### config.mk
export PLATFORM = sky130hd
export DESIGN_NAME = copper_list_sequencer
export DESIGN_NICKNAME = d
export VERILOG_FILES = /design/src/rtl/copper_list_sequencer.sv
export SDC_FILE = /design/constraint.sdc
export NUM_CORES = 1
export LEC_CHECK = 0
export BUFFER_PORTS_ARGS = -buffer_cell sky130_fd_sc_hd__buf_4
export CAP_MARGIN = 25
export CORE_ASPECT_RATIO = 0.6
export CORE_MARGIN = 4
export CORE_UTILIZATION = 40
export DETAILED_ROUTE_END_ITERATION = 12
export PLACE_DENSITY = 0.65
export SKIP_CTS_REPAIR_TIMING = 1
export SLEW_MARGIN = 20
export SYNTH_ARGS = -nofsm -noshare
export SYNTH_HDL_FRONTEND = slang
export SYNTH_SLANG_ARGS = --single-unit
### constraint.sdc
create_clock -name clk -period 10.24 [get_ports clk]
set_input_delay 3.072 -clock clk [delete_from_list [all_inputs] [get_ports clk]]
set_output_delay 3.072 -clock clk [all_outputs]
set_load 0.01 [all_outputs]
### src/rtl/copper_list_sequencer.sv
// Copper list engine: replays a host-loaded {line, colour} table once per frame as the background colour.
// Optional build macro COPPER_GRADIENT_EN adds a per-entry colour step applied on every non-applying line.
module copper_list_sequencer #(
  parameter int          COORD_WIDTH   = 16,
  parameter int          ENTRIES       = 16,
  parameter logic [23:0] DEFAULT_COLOR = 24'h000000,
  localparam int         AW            = $clog2(ENTRIES)
) (
  input  logic                          clk,
  input  logic                          reset,
  input  logic                          vsync,
  input  logic                          hsync,
  input  logic signed [COORD_WIDTH-1:0] y,
  input  logic                          wr_valid,
  output logic                          wr_ready,
  input  logic [AW-1:0]                 wr_addr,
  input  logic signed [COORD_WIDTH-1:0] wr_line,
  input  logic [23:0]                   wr_color,
`ifdef COPPER_GRADIENT_EN
  input  logic [23:0]                   wr_step,
`endif
  input  logic                          len_wr,
  input  logic [AW:0]                   len,
  output logic [23:0]                   color_rgb,
  output logic                          list_active
);

`ifdef COPPER_GRADIENT_EN
  localparam int DW = COORD_WIDTH + 48;
`else
  localparam int DW = COORD_WIDTH + 24;
`endif

  typedef enum logic [2:0] {IDLE, ARM, FETCH, WAIT, DONE} state_t;

  state_t                        state;
  logic                          hsync_q, vsync_q;
  logic [AW:0]                   pend_len, act_len;
  logic [AW-1:0]                 ptr;
  logic signed [COORD_WIDTH-1:0] next_line;
  logic [23:0]                   next_color;
  logic [DW-1:0]                 mem [ENTRIES];
  logic [DW-1:0]                 rd_q;
  logic [DW-1:0]                 wr_word;
  logic [AW:0]                   len_c;

  wire h_rise  = hsync & ~hsync_q;
  wire v_rise  = vsync & ~vsync_q;
  wire wr_fire = wr_valid & wr_ready;
  wire last    = ({1'b0, ptr} == act_len - (AW+1)'(1));
  wire hit     = h_rise && ($signed(y) >= next_line);

`ifdef COPPER_GRADIENT_EN
  logic [23:0] step, next_step;
  assign wr_word = {wr_line, wr_color, wr_step};
`else
  assign wr_word = {wr_line, wr_color};
`endif

  assign len_c = (len > (AW+1)'(ENTRIES)) ? (AW+1)'(ENTRIES) : len;

  // Single-port RAM: writes are blocked in ARM, so the read never collides with a write.
  always_ff @(posedge clk) begin
    if (wr_fire) mem[wr_addr] <= wr_word;
    if (state == ARM) rd_q <= mem[ptr];
  end

  always_ff @(posedge clk) begin
    if (reset) begin
      state       <= IDLE;
      hsync_q     <= 1'b0;
      vsync_q     <= 1'b0;
      pend_len    <= '0;
      act_len     <= '0;
      ptr         <= '0;
      next_line   <= '0;
      next_color  <= '0;
      color_rgb   <= DEFAULT_COLOR;
      list_active <= 1'b0;
      wr_ready    <= 1'b1;
`ifdef COPPER_GRADIENT_EN
      step        <= '0;
      next_step   <= '0;
`endif
    end else begin
      hsync_q <= hsync;
      vsync_q <= vsync;
      if (len_wr) pend_len <= len_c;
      // Frame start restarts the list from any state and wins over a coincident h_rise.
      if (v_rise) begin
        color_rgb <= DEFAULT_COLOR;
        act_len   <= pend_len;
        ptr       <= '0;
`ifdef COPPER_GRADIENT_EN
        step      <= '0;
`endif
        if (pend_len != '0) begin
          state       <= ARM;
          list_active <= 1'b1;
          wr_ready    <= 1'b0;
        end else begin
          state       <= IDLE;
          list_active <= 1'b0;
          wr_ready    <= 1'b1;
        end
      end else begin
        case (state)
          ARM: begin
            state    <= FETCH;
            wr_ready <= 1'b1;
          end
          FETCH: begin
`ifdef COPPER_GRADIENT_EN
            {next_line, next_color, next_step} <= rd_q;
`else
            {next_line, next_color} <= rd_q;
`endif
            state <= WAIT;
          end
          WAIT: begin
            if (hit) begin
              color_rgb <= next_color;
`ifdef COPPER_GRADIENT_EN
              step      <= next_step;
`endif
              if (last) begin
                state       <= DONE;
                list_active <= 1'b0;
              end else begin
                ptr      <= ptr + 1'b1;
                state    <= ARM;
                wr_ready <= 1'b0;
              end
            end
`ifdef COPPER_GRADIENT_EN
            else if (h_rise) color_rgb <= color_rgb + step;
`endif
          end
          DONE: begin
`ifdef COPPER_GRADIENT_EN
            if (h_rise) color_rgb <= color_rgb + step;
`endif
          end
          default: ;
        endcase
      end
    end
  end

endmodule
==> flow_summary.toml <==
[clock_tree]
clockBufferDepth = 3
cts-root-buf = "clkbuf_16"
clock-sinks = 765
clkLatencyLatePin_ps = 600
cts_buffers = 69
clk_pin_slew_ps = 70
h-tree-depth = 3
cts_tree = "built"

[yosys]
syn-cell-area_mm2 = 0.0289
synth_top_area_cell = "edfxtp_1"
yosysSeqAreaShare = 0.765
synth-simple-area-share = 0.0307
synth_edf_count = 680
synth_area_per_cell_um2 = 20.4
synth_top_area_frac = 0.706
synth.area.mux_share = 0.156
synth_seq_cells = 765
synth.area.top_cells = "edfxtp_1, mux4_2, dfxtp_1, a21oi_1, nand2_1"
synth_compound_area_frac = 0.0257
synth-main-ff-cell = "edfxtp_1"
synthArstFlopShare = 0
synth_fa_ha_area_frac = 0.00779
synth-xor-area-share = 0.00151
syn_inst = 1415
synth_nets = 1504
yosys_warnings = 0
yosysUniqueCellTypes = 42
synth_top_family_by_area = "multiplexers"

[sta]
fmax_mhz = 195
fin_crit_sh = 0.500
skew_ps = 22.6
layout_min_cycle_time_ps = 5120
rsz0062_at_grt = "false"
hold_viol_final = 0
maxSlewHeadroom = 0.317
tightestPinTransition_ps = 1030
drv_slew = 0
setup_tns_ps = 0
setup_violations = 0

[drt]
drc = 0
drt_iter0_drc = 1425
vias = 14200
viasPerCell = 5.53
wl_um = 64700
drtPass1Iterations = 7
wl_per_cell_um = 25.2
drtAntennaViolNets = 0

[critical_path]
cp-start-kind = "input port"
critPathMaxFanout = 31
r2r-start = "ptr[1]"
worstPathCellList = "buf_4, ha_1, nand4_1, or3_4, a211oi_2, o31a_2, o21ai_0, a21oi_1"
cp.required_ps = 10760
cp-end-kind = "flop"
path_buf_inv = 1
path_class = "input port to flop"
critPathLaunch = "y[15]"
cpPeakStageDelay_ps = 630
critPathSlowestCell = "o31a_2"
critPathTopFamily = "compound AO/OA/AOI/OAI gates"
cp.arrival_ps = 5640

[pwr]
irDropWorstVdd_v = 0.000132
p_total_w = 0.00611
power.density_mw_per_mm2 = 184
leakagePower_nw = 10.0

[floorplanning]
dieArea_mm2 = 0.0768
die_w_um = 355
coreArea_mm2 = 0.0717
start_util = 0.403
num_io_pins = 97
chipHeight_um = 216
rows = 76

[grt]
grt_start_max_net_pins = 110
grt-ovfl-total = 0
grt_pass1_wl_um = 96400
antenna_found_initial = 2
first_global_vias = 14400
grt_usage = 0.170

[cells_and_area]
antenna_cells = 0
syn2layout_area_growth_pct = 14.6
final_cell_mix = "edfxtp_1, mux4_2, buf_4, nand2_1, a21oi_1"
final_common_cell = "edfxtp_1"
final_net_count = 1626
layout-drive-gt1-share = 0.279

[placed_design]
io_buffers = 96
place_congestion = 0.757
hpwl_um = 33300

[outcome]
status = "completed"

[worst_hold_path]
worstHoldStart = "next_color[5]"
hold_path_class = "flop to flop"

[flow_run]
cap_viol_max_count = 0
[synth_stat cells (2+ instances only)]
master	count
edfxtp_1	680
mux4_2	200
nand2_1	100
dfxtp_1	85
a21oi_1	83
clkbuf_1	54
nor2_1	27
o21ai_0	27
nand3_1	25
inv_1	22
ha_1	18
buf_1	16
nor2b_1	10
nand4_1	8
nor3_1	8
nand2b_1	6
buf_2	5
or3_1	5
o31ai_1	3
xnor2_1	3
a211oi_1	2
a21o_1	2
a41oi_1	2
mux2i_1	2
nand3b_1	2
o21a_1	2
o31a_1	2
xor2_1	2
[metrics by stage]
step	setup slack, ps	instances	cell area, um2	hold WS [ps]	utilization
after global routing	4940	2563	33200	470	0.462
after detailed placement	4090	2440	31000	452	0.432
after CTS	4720	2562	33100	461	0.462
after global placement	4260	2437	30900	446	0.431
after floorplan	3500	1415	28900	436	-
final	5120	2563	33200	461	0.462
[report_power, final]
part | internal [W] | switching [W]
sequential | 0.00343 | 0.0000118
clock | 0.00142 | 0.00109
combinational | 0.0000458 | 0.000105
[tightest hold or removal path, cell delays in order (launching register included)]
cell     delay, ps
dfxtp_1        310
nand2_1         50
a21oi_1         50
[final timing paths]
kind,to,slack (ps),cells after the start
setup reg to reg,ptr[3],6900,7
hold reg to reg,next_color[5],460,2
hold / removal,next_color[5],460,2
setup / recovery,color_rgb[7],5120,8
[state kept, by name, summed over array words and instances, names as in the netlist]
signal,count
state,3
hsync_q,1
vsync_q,1
mem,640
next_line,16
color_rgb,24
rd_q,40
list_active,1
act_len,5
ptr,4
next_color,24
pend_len,5
wr_ready,1
[cells by family after synthesis]
group	count (synthesis)
xor gates and xnor gates	5
AOI/OAI and AO/OA	132
muxes	202
and+or+nand+nor	196
buffers and inverters	97
adders and majority gates	18
DFF	765
[layout make-up]
cell class	instances	area, um2
fill	5933	38500
inverter	22	82.6
multi-input combinational	553	6570
clock buffer	89	1870
tap	975	1220
clock inverter	33	295
sequential	765	22100
timing repair buffer	126	973
[layer usage]
metal	share of wire	global-route usage	wire, um	vias to the layer above
met5	0.00042	0	27	-
met4	0.015	0.0339	976	4
met3	0.073	0.0311	4700	92
met2	0.48	0.270	31200	548
met1	0.43	0.248	27900	7499
li1	-	-	-	6019
(Power assumes the default switching activity.)
